`config.mk`:
```
export PLATFORM = sky130hd
export DESIGN_NAME = sumador_acumulador_sat_flat
export DESIGN_NICKNAME = d
export VERILOG_FILES = /design/src/rtl/sumador_acumulador_sat_if.sv /design/src/rtl/sumador_acumulador_sat.sv /design/src/flat_wrapper.sv
export SDC_FILE = /design/constraint.sdc
export NUM_CORES = 1
export LEC_CHECK = 0
export BUFFER_PORTS_ARGS = -buffer_cell sky130_fd_sc_hd__buf_4
export CORE_UTILIZATION = 50
export CTS_CLUSTER_SIZE = 30
export DETAILED_ROUTE_END_ITERATION = 8
export PLACE_DENSITY = 0.72
export RECOVER_POWER = 100
export SYNTH_ARGS = -nofsm -noshare
export SYNTH_HDL_FRONTEND = slang
export SYNTH_SLANG_ARGS = --single-unit
```
`constraint.sdc`:
```
create_clock -name clk -period 3 [get_ports clk]
set_input_delay 0.3 -clock clk [delete_from_list [all_inputs] [get_ports clk]]
set_output_delay 0.3 -clock clk [all_outputs]
set_load 0.03 [all_outputs]
```
`src/rtl/sumador_acumulador_sat_if.sv`:
```
// Streaming sample/result bus for the saturating frame accumulator.
// The slave side is the accumulator. The master side is the environment that
// supplies samples and collects frame results.
interface sumador_acumulador_sat_if #(
    parameter int W   = 22,
    parameter int LEN = 4
);
    localparam int CW = $clog2(LEN + 1);

    logic                 in_valid;
    logic                 in_ready;
    logic signed [W-1:0]  din;
    logic                 sub;
    logic                 out_valid;
    logic                 out_ready;
    logic signed [W-1:0]  dout;
    logic                 sat_flag;
    logic [CW-1:0]        count;

    modport slave (
        input  in_valid, din, sub, out_ready,
        output in_ready, out_valid, dout, sat_flag, count
    );

    modport master (
        output in_valid, din, sub, out_ready,
        input  in_ready, out_valid, dout, sat_flag, count
    );
endinterface

```
`src/rtl/sumador_acumulador_sat.sv`:
```
// Saturating frame accumulator.
// It adds or subtracts LEN signed samples into a running sum. Each step is
// clamped to [MIN_LIM, MAX_LIM]. It then offers the frame result over a
// valid/ready handshake, together with a sticky flag that records whether any
// step clamped.
module sumador_acumulador_sat #(
    parameter int W        = 22,
    parameter int LEN      = 4,
    parameter int HEADROOM = 1
) (
    input  logic                      clk,
    input  logic                      reset,
    input  logic                      clear,
    sumador_acumulador_sat_if.slave   bus
);
    localparam int CW = $clog2(LEN + 1);

    localparam logic [CW-1:0] CNT_LAST = CW'(LEN - 1);
    localparam logic [CW-1:0] CNT_FULL = CW'(LEN);

    // The limits are held in the width of the exact sum, so both comparisons
    // are plain signed compares with no risk of wrap.
    localparam logic signed [W+1:0] LIM_ONE = (W+2)'(1);
    localparam logic signed [W+1:0] MAX_LIM = (LIM_ONE <<< (W - 1 - HEADROOM)) - LIM_ONE;
    localparam logic signed [W+1:0] MIN_LIM = -(LIM_ONE <<< (W - 1 - HEADROOM));

    typedef enum logic {
        ST_ACC,
        ST_DONE
    } state_e;

    state_e               state_q, state_d;
    logic signed [W-1:0]  acc_q, acc_d;
    logic [CW-1:0]        cnt_q, cnt_d;
    logic                 sat_q, sat_d;

    logic signed [W:0]    op;
    logic signed [W+1:0]  sum;

    // Clamp the exact sum into the guarded range.
    function automatic logic signed [W-1:0] clamp(input logic signed [W+1:0] s);
        if (s > MAX_LIM) begin
            return MAX_LIM[W-1:0];
        end else if (s < MIN_LIM) begin
            return MIN_LIM[W-1:0];
        end
        return s[W-1:0];
    endfunction

    // Report whether the exact sum falls outside the guarded range.
    function automatic logic clamp_hit(input logic signed [W+1:0] s);
        return (s > MAX_LIM) || (s < MIN_LIM);
    endfunction

    // Build the operand one bit wider so that negating the most negative sample
    // stays exact. The exact sum is then formed two bits wider than the
    // accumulator.
    always_comb begin
        op  = bus.sub ? -{bus.din[W-1], bus.din} : {bus.din[W-1], bus.din};
        sum = {{2{acc_q[W-1]}}, acc_q} + {op[W], op};
    end

    // Next-state logic. A clear takes priority over any accept or handshake.
    always_comb begin
        state_d = state_q;
        acc_d   = acc_q;
        cnt_d   = cnt_q;
        sat_d   = sat_q;
        if (clear) begin
            state_d = ST_ACC;
            acc_d   = '0;
            cnt_d   = '0;
            sat_d   = 1'b0;
        end else begin
            case (state_q)
                ST_ACC: begin
                    if (bus.in_valid) begin
                        acc_d = clamp(sum);
                        sat_d = sat_q | clamp_hit(sum);
                        if (cnt_q == CNT_LAST) begin
                            cnt_d   = CNT_FULL;
                            state_d = ST_DONE;
                        end else begin
                            cnt_d = cnt_q + CW'(1);
                        end
                    end
                end
                ST_DONE: begin
                    if (bus.out_ready) begin
                        state_d = ST_ACC;
                        acc_d   = '0;
                        cnt_d   = '0;
                        sat_d   = 1'b0;
                    end
                end
                default: state_d = ST_ACC;
            endcase
        end
    end

    // State registers, cleared asynchronously by the active-low reset.
    always_ff @(posedge clk or negedge reset) begin
        if (!reset) begin
            state_q <= ST_ACC;
            acc_q   <= '0;
            cnt_q   <= '0;
            sat_q   <= 1'b0;
        end else begin
            state_q <= state_d;
            acc_q   <= acc_d;
            cnt_q   <= cnt_d;
            sat_q   <= sat_d;
        end
    end

    // in_ready is gated by reset, so the block never advertises space while it
    // is held in reset.
    assign bus.in_ready  = (state_q == ST_ACC) && reset;
    assign bus.out_valid = (state_q == ST_DONE);
    assign bus.dout      = acc_q;
    assign bus.sat_flag  = sat_q;
    assign bus.count     = cnt_q;
endmodule
```
`src/flat_wrapper.sv`:
```
// flat-port wrapper written by rule: the top's interface ports become plain ports
module sumador_acumulador_sat_flat 
#(
    parameter int W        = 22,
    parameter int LEN      = 4,
    parameter int HEADROOM = 1
)
  (clk, reset, clear, bus_in_valid, bus_din, bus_sub, bus_out_ready, bus_in_ready, bus_out_valid, bus_dout, bus_sat_flag, bus_count);
  sumador_acumulador_sat_if #(.W(W), .LEN(LEN)) bus_i ();
  input  logic clk;
  input  logic reset;
  input  logic clear;
  input wire logic [$bits(bus_i.in_valid)-1:0] bus_in_valid;
  input wire logic [$bits(bus_i.din)-1:0] bus_din;
  input wire logic [$bits(bus_i.sub)-1:0] bus_sub;
  input wire logic [$bits(bus_i.out_ready)-1:0] bus_out_ready;
  output wire logic [$bits(bus_i.in_ready)-1:0] bus_in_ready;
  output wire logic [$bits(bus_i.out_valid)-1:0] bus_out_valid;
  output wire logic [$bits(bus_i.dout)-1:0] bus_dout;
  output wire logic [$bits(bus_i.sat_flag)-1:0] bus_sat_flag;
  output wire logic [$bits(bus_i.count)-1:0] bus_count;
  assign bus_i.in_valid = bus_in_valid;
  assign bus_i.din = bus_din;
  assign bus_i.sub = bus_sub;
  assign bus_i.out_ready = bus_out_ready;
  assign bus_in_ready = bus_i.in_ready;
  assign bus_out_valid = bus_i.out_valid;
  assign bus_dout = bus_i.dout;
  assign bus_sat_flag = bus_i.sat_flag;
  assign bus_count = bus_i.count;
  sumador_acumulador_sat #(.W(W), .LEN(LEN), .HEADROOM(HEADROOM)) u_core (.clk(clk), .reset(reset), .clear(clear), .bus(bus_i));
endmodule
```
* Yosys cells after proc, flatten, opt, wreduce, memory -nomap -nowiden
Index checks and enable logic that the tools add are counted.
** Storage, ports and cells
- Word-level logic and storage cells :: 44
- Output and inout port bits :: 28
- Register bits after elaboration :: 27
- Input port bits :: 28
** Cells by class
- $lt $le $gt $ge :: 2
- Equal/unequal tests :: 3
- Bitwise operators :: 2
- Add/sub/neg operators :: 3
- Reductions and logical operators :: 3
- Mux-type cells :: 27
** Operators by type and width (number)
- 22-bit two-way mux :: 6
- 22-bit one-hot mux with 2 select lines :: 1
- 22-bit by 23-bit adder with 24-bit output :: 1
- 24-bit by 21-bit greater-than comparator with 1-bit output (second input constant) :: 1
- 24-bit by 21-bit < comparator with 1-bit output (second input constant) :: 1
- 23-bit two-way mux :: 1
- 23-bit negation :: 1
- 1-bit two-way mux :: 12
- 3-bit two-way mux :: 4
- 3-bit inequality test (second input constant) :: 2
- 3-bit one-hot mux with 2 select lines :: 1
- 1-bit one-hot mux with 2 select lines :: 2
- 3-bit by 1-bit adder with 3-bit output (second input constant) :: 1
- 3-bit by 2-bit equality test with 1-bit output (second input constant) :: 1
- 2-bit AND reduction :: 1
- 1-bit logical AND :: 1
- 1-bit logical OR :: 1
- 1-bit inverter :: 1
- 1-bit bitwise OR :: 1

* Depth between registers and ports, before layout
- Depth after elaboration :: 13
- Mapped depth :: 18
- Mapped depth without buffers :: 17

* Least setup slack after synthesis
No wires, ideal clock.
- Kind :: input to register
- From :: input bus_din[1]
- To :: register u_core.sat_q, in the netlist u_core.bus.sat_flag
- Buffers on the path :: 1
- Cell stages on the path :: 16
- Arrival :: 4.090 ns
- Library setup time :: 0.124 ns
- Slack :: -1.214 ns
- Required time :: 2.876 ns
- Cells stage by stage :: or2_1 > or4_1 > or2_1 > or3b_4 > or2_4 > o41ai_2 > xnor2_1 > ha_1 > nand2_1 > nor3_1 > a221o_1 > or3_1 > a211oi_1 > nor3_1 > buf_2 > a211o_1
** Between the ends
- Word-level cells in the longest chain between the ends :: 9
- Elaborated cells between the ends (all ways) :: 10
- Classes of those cells :: add/sub: 2; order compare: 2; mux: 4; bitwise: 1; reduce/logical: 1
** RTL lines
- start, declared :: line flat_wrapper.sv:14 : input wire logic [$bits(bus_i.din)-1:0] bus_din;
- 23-bit negation :: line sumador_acumulador_sat.sv:59 : op = bus.sub ? -{bus.din[W-1], bus.din} : {bus.din[W-1], bus.din};
- 23-bit two-way mux (*) :: line sumador_acumulador_sat.sv:59
- 22-bit by 23-bit adder with 24-bit output (*) :: line sumador_acumulador_sat.sv:60 : sum = {{2{acc_q[W-1]}}, acc_q} + {op[W], op};
- 24-bit by 21-bit greater-than comparator with 1-bit output / 24-bit by 21-bit < comparator with 1-bit output (equally long branches) :: line sumador_acumulador_sat.sv:52 : return (s > MAX_LIM) || (s < MIN_LIM);
- 1-bit logical OR (*) :: line sumador_acumulador_sat.sv:52
- 1-bit bitwise OR (*) :: line sumador_acumulador_sat.sv:79 : sat_d = sat_q | clamp_hit(sum);
- 1-bit two-way mux (*) :: line sumador_acumulador_sat.sv:77 : if (bus.in_valid) begin
- 1-bit one-hot mux with 2 select lines (*) :: line sumador_acumulador_sat.sv:75 : case (state_q)
- 1-bit two-way mux (*) :: line sumador_acumulador_sat.sv:69 : if (clear) begin
- end signal, assigned :: line sumador_acumulador_sat.sv:112 : sat_q <= sat_d;
- end, declared :: line sumador_acumulador_sat.sv:35 : logic sat_q, sat_d;
Mark *: on every way between the ends. The rest lies on a longest branch, timed or not. The select of a mux whose other input is x is not followed.
A chain may end at the register's enable or synchronous reset.

* Worst setup path after layout
- From :: input bus_din[1]
- To :: register u_core.acc_q[8], in the netlist u_core.bus.dout[8]
** Between the ends
- Word-level cells in the longest chain between the ends :: 13
- Elaborated cells between the ends (all ways) :: 15
- Classes of those cells :: add/sub: 2; order compare: 2; mux: 11
** RTL lines
- 23-bit negation :: line sumador_acumulador_sat.sv:59
- 23-bit two-way mux (*) :: line sumador_acumulador_sat.sv:59
- 22-bit by 23-bit adder with 24-bit output (*) :: line sumador_acumulador_sat.sv:60
- 24-bit by 21-bit < comparator with 1-bit output :: line sumador_acumulador_sat.sv:44 : end else if (s < MIN_LIM) begin
- 1-bit two-way mux :: line sumador_acumulador_sat.sv:44
- 1-bit two-way mux :: line sumador_acumulador_sat.sv:42 : if (s > MAX_LIM) begin
- 1-bit two-way mux :: line sumador_acumulador_sat.sv:77
- 1-bit two-way mux :: line sumador_acumulador_sat.sv:75
- 1-bit two-way mux :: line sumador_acumulador_sat.sv:69
- 22-bit two-way mux (*) :: line sumador_acumulador_sat.sv:47 : return s[W-1:0];
- 22-bit two-way mux (*) :: line sumador_acumulador_sat.sv:77
- 22-bit one-hot mux with 2 select lines (*) :: line sumador_acumulador_sat.sv:75
- 22-bit two-way mux (*) :: line sumador_acumulador_sat.sv:69
- end signal, assigned :: line sumador_acumulador_sat.sv:105 : acc_q <= '0;
- end signal, assigned :: line sumador_acumulador_sat.sv:110 : acc_q <= acc_d;
- end, declared :: line sumador_acumulador_sat.sv:33 : logic signed [W-1:0] acc_q, acc_d;
Marks and branches as above.

==> key figures <==
Logic synthesis
  – Asr flop ratio synth: 100%
  – EDFF count, synth: 0
  – Yosys cell types: 52
  – Post-synthesis sequential area ratio: between 20% and 30%
  – Syn_nets: 381
  – Post-synth top area cell: dfrtp_1
  – Yosys warns: 0
  – Top_reg_cell synth: dfrtp_1
  – Avg Inst Size Synth: roughly 8.7 µm²
  – Number of synthesized register bits: 27
  – Mapped Cells: 320
  – Share of the synthesized area in the top cell type: 24.3%
  – Mapped Area: roughly 2800 µm²
  – Most area-consuming cells after synthesis: dfrtp_1 (24%), ha_1 (14%), xnor2_1 (9.7%)

Pwr
  – Maximum VDD drop: between 400 and 500 µV
  – Total power: 3.64 mW
  – Power density cells: 875 nW/µm²
  – Leakage: 1.97 nW

Final layout
  – Final std cells w/o fill: between 500 and 600
  – Design Area, Final: 4160 µm²
  – # diodes: 0
  – Area Growth Syn to Fin: 49.3%
  – Fillers: slightly below 400
  – Share of cells above drive strength 1: 35.8%
  – Final net count: around 530

Critical path
  – Setup CP Type: input pin to flop
  – Delay-heaviest family, CP: simple AND/OR/NAND/NOR gates
  – Worst setup EP type: flop
  – Worst EP arrival: 4.57 ns
  – Worst-path maximum fanout: 6
  – Buffers & Inverters on Critical Path: 3
  – CP cell instances: buf_6 > or2_4 > or4_4 > or2_4 > or3b_4 > or2_4 > o21a_4 > a21oi_2 > xnor2_1 > ha_1 > buf_4 > nand2_1 > nor2_1 > a41oi_1 > nand3_2 > xor2_2 > nand4_1 > a21oi_4 > clkbuf_16 > a221o_1
  – Crit path largest cell delay: approximately 0.42 ns
  – Startpoint types: input pin
  – Req. time, crit path: 3.23 ns
  – Slowest stage cell, crit path: or4_4
  – Crit-path most repeated cell: or2_4

CTS
  – Clk_lat worst skew: 0.29 ns
  – TritonCTS clock tree: done
  – CTS H-tree depth: 1
  – Clk root buf: clkbuf_8
  – CTS Sinks: 27
  – Clock slew at reported path FFs: approximately 0.11 ns
  – Number of CTS-inserted buffers: 3
  – Clk buf depth: 2

Route
  – TritonRoute pass-1 iters: 5
  – Final ANT Viol Nets: 0
  – Routed WL: 9.40 mm
  – Routed WL per cell: 17.4 µm
  – DRC: 0
  – Vias per std cell: just under 6
  – Vias: between 3000 and 4000
  – Initial DRC count: between 200 and 250

GRT
  – GRT Util Overall: about 31%
  – Largest net degree at the start of global routing: 29
  – Vias in the first global route: approximately 3200
  – GR Layer Usage met2: between 50% and 60%
  – Gr ovfl total: 0
  – GR Util met3: under 10%
  – Met1 usage: around 41%
  – GRT Max-Usage Layer: met2
  – First-pass GRT wire length: between 10 and 15 mm
  – Initial antenna violation count: 0

Floorplanning
  – Die ar.: approximately 5900 µm²
  – Initial Util: 53.2%
  – Core outline area: between 5000 and 6000 µm²
  – Die height: between 70 and 80 µm
  – FP Rows: 26
  – Die width: 76.6 µm
  – IO Pins: 56

Placement
  – Placed insts: 530
  – Placement Cell Area: about 4000 µm²
  – Pre-CTS setup slack: -1.60 ns
  – PortBufs: between 50 and 60
  – DP Wirelength: slightly below 7 mm
  – GP Congestion: 0.888

Timing
  – Final Skew: 0.00552 ns
  – Fin. max-slew vios: 29
  – Final Hold Viols: 0
  – Final setup violation count: 23
  – Least-Margin Pin Slew: 1.67 ns
  – Max frequency: ~230 MHz
  – Fin crit share: 145%
  – Tmin final: 4.34 ns
  – Slew HR: -11.5%
  – Setup TNS: -28.90 ns
  – Final worst slack: -1.34 ns
  – RSZ-0062 raised after global routing: true

Outcome
  – Status: finished, violations left
  – Failing checks: capacitance limit, slew limit, setup timing

Job
  – Max-cap viol count: 1

Min path
  – Worst hold path type: input pin to flop
-- worst register-to-register path, cell delays in order, from the launching register on --
cell,delay [ns]
dfrtp_1,0.37
ha_1,0.18
inv_1,0.06
fa_1,0.41
nor2b_1,0.24
o2111ai_1,0.20
a211oi_1,0.46
o21ai_0,0.19
a211oi_2,0.25
nand4_1,0.20
a21oi_4,0.32
clkbuf_16,0.20
a221o_1,0.13
-- path summary, 6_finish.rpt --
| check | end | cells past startpoint | slack, ns | startpoint |
|---|---|---|---|---|
| max | u_core.bus.dout[8] | 20 | -1.34 | bus_din[1] |
| min | u_core.bus.out_valid | 2 | 0.17 | clear |
| max reg2reg | u_core.bus.dout[8] | 12 | -0.26 | u_core.bus.dout[0] |
| min reg2reg | u_core.bus.sat_flag | 1 | 0.51 | u_core.bus.sat_flag |
| max in group asynchronous | u_core.bus.dout[20] | 2 | 1.06 | reset |
| min in group asynchronous | u_core.bus.dout[8] | 2 | 0.97 | reset |
-- cells in the mapped netlist, drive strengths merged, types with 5 or more instances --
master	count
ha	32
nand2	31
xnor2	31
dfrtp	27
a21oi	25
a221o	21
o21ai	19
nor2	15
inv	10
a21o	8
nand4	8
xor2	8
nor3	6
and2	5
buf	5
clkbuf	5
nor2b	5
o31ai	5
or3	5
-- sequential cells by signal (all words and copies together) (netlist names) --
signal / count
u_core.bus.dout: 22
u_core.bus.count: 3
u_core.bus.out_valid: 1
u_core.bus.sat_flag: 1
-- power by group --
part / leakage (nW) / internal, mW / switching, mW
combinational: 1.59 / 1.29 / 1.49
sequential: 0.352 / 0.496 / 0.139
clock: 0.0228 / 0.0959 / 0.134
total: 1.97 / 1.88 / 1.76
-- per-layer routing --
layer  part of all wire (%)  wire length (µm)
met1                     42              3930
met2                     49              4590
met4                    1.6               153
met3                    7.8               735
met5                      0                 0
-- logic make-up (layout without fill, tap and decap cells) --
logic type                 count (synthesis)  count (layout)  share of synthesized area (%)
and+or+nand+nor                           91              91                           16.5
AOI/OAI and AO/OA                        109             109                           28.5
xor gates and xnor gates                  39              39                           12.3
adders and majority gates                 33              33                           15.1
buffers and inverters                     20             169                           2.92
muxes                                      1               1                          0.404
DFF                                       27              27                           24.3
-- area by class of cell --
type,count,area (µm²),area share (%)
multi-input combinational,273,2200,53.0
timing repair buffer,155,1110,26.7
sequential,27,676,16.3
tap,70,87.6,2.11
clock buffer,4,45.0,1.08
inverter,10,37.5,0.903
-- stage by stage --
| stage | utilization [%] | hold WS [ns] |
|---|---|---|
| final | 79.4 | 0.172 |
| after detailed placement | 76.3 | 0.251 |
| after CTS | 78.7 | 0.178 |
| after global placement | 76.3 | 0.244 |
| after global routing | 79.4 | 0.171 |
| after floorplan | - | 0.00441 |
-- cell usage in the layout (no fill, tap or decap), types with 4 or more instances in the layout --
cell / instances
buf_6: 5
xor2_1: 6
buf_4: 119
ha_1: 31
nor2b_1: 4
and2_1: 5
a21o_1: 8
a31oi_1: 4
dfrtp_1: 27
nor2_1: 13
nor3_2: 4
a21oi_1: 18
inv_1: 10
o21ai_0: 14
a21oi_2: 6
a221o_1: 21
o31ai_1: 5
nand2_1: 29
nand4_1: 8
o21ai_1: 4
or3_1: 4
xnor2_1: 30
clkbuf_1: 29
-- repair_timing --
action	CTS	global route
pin swaps	11	18
endpoints found under the setup margin	23	23
hold buffers	1	0
cloned	0	1
endpoints found under the hold margin	27	0
gates resized for setup	13	25
setup buffers	3	0
No activity file was read; power rests on OpenSTA's default activity.
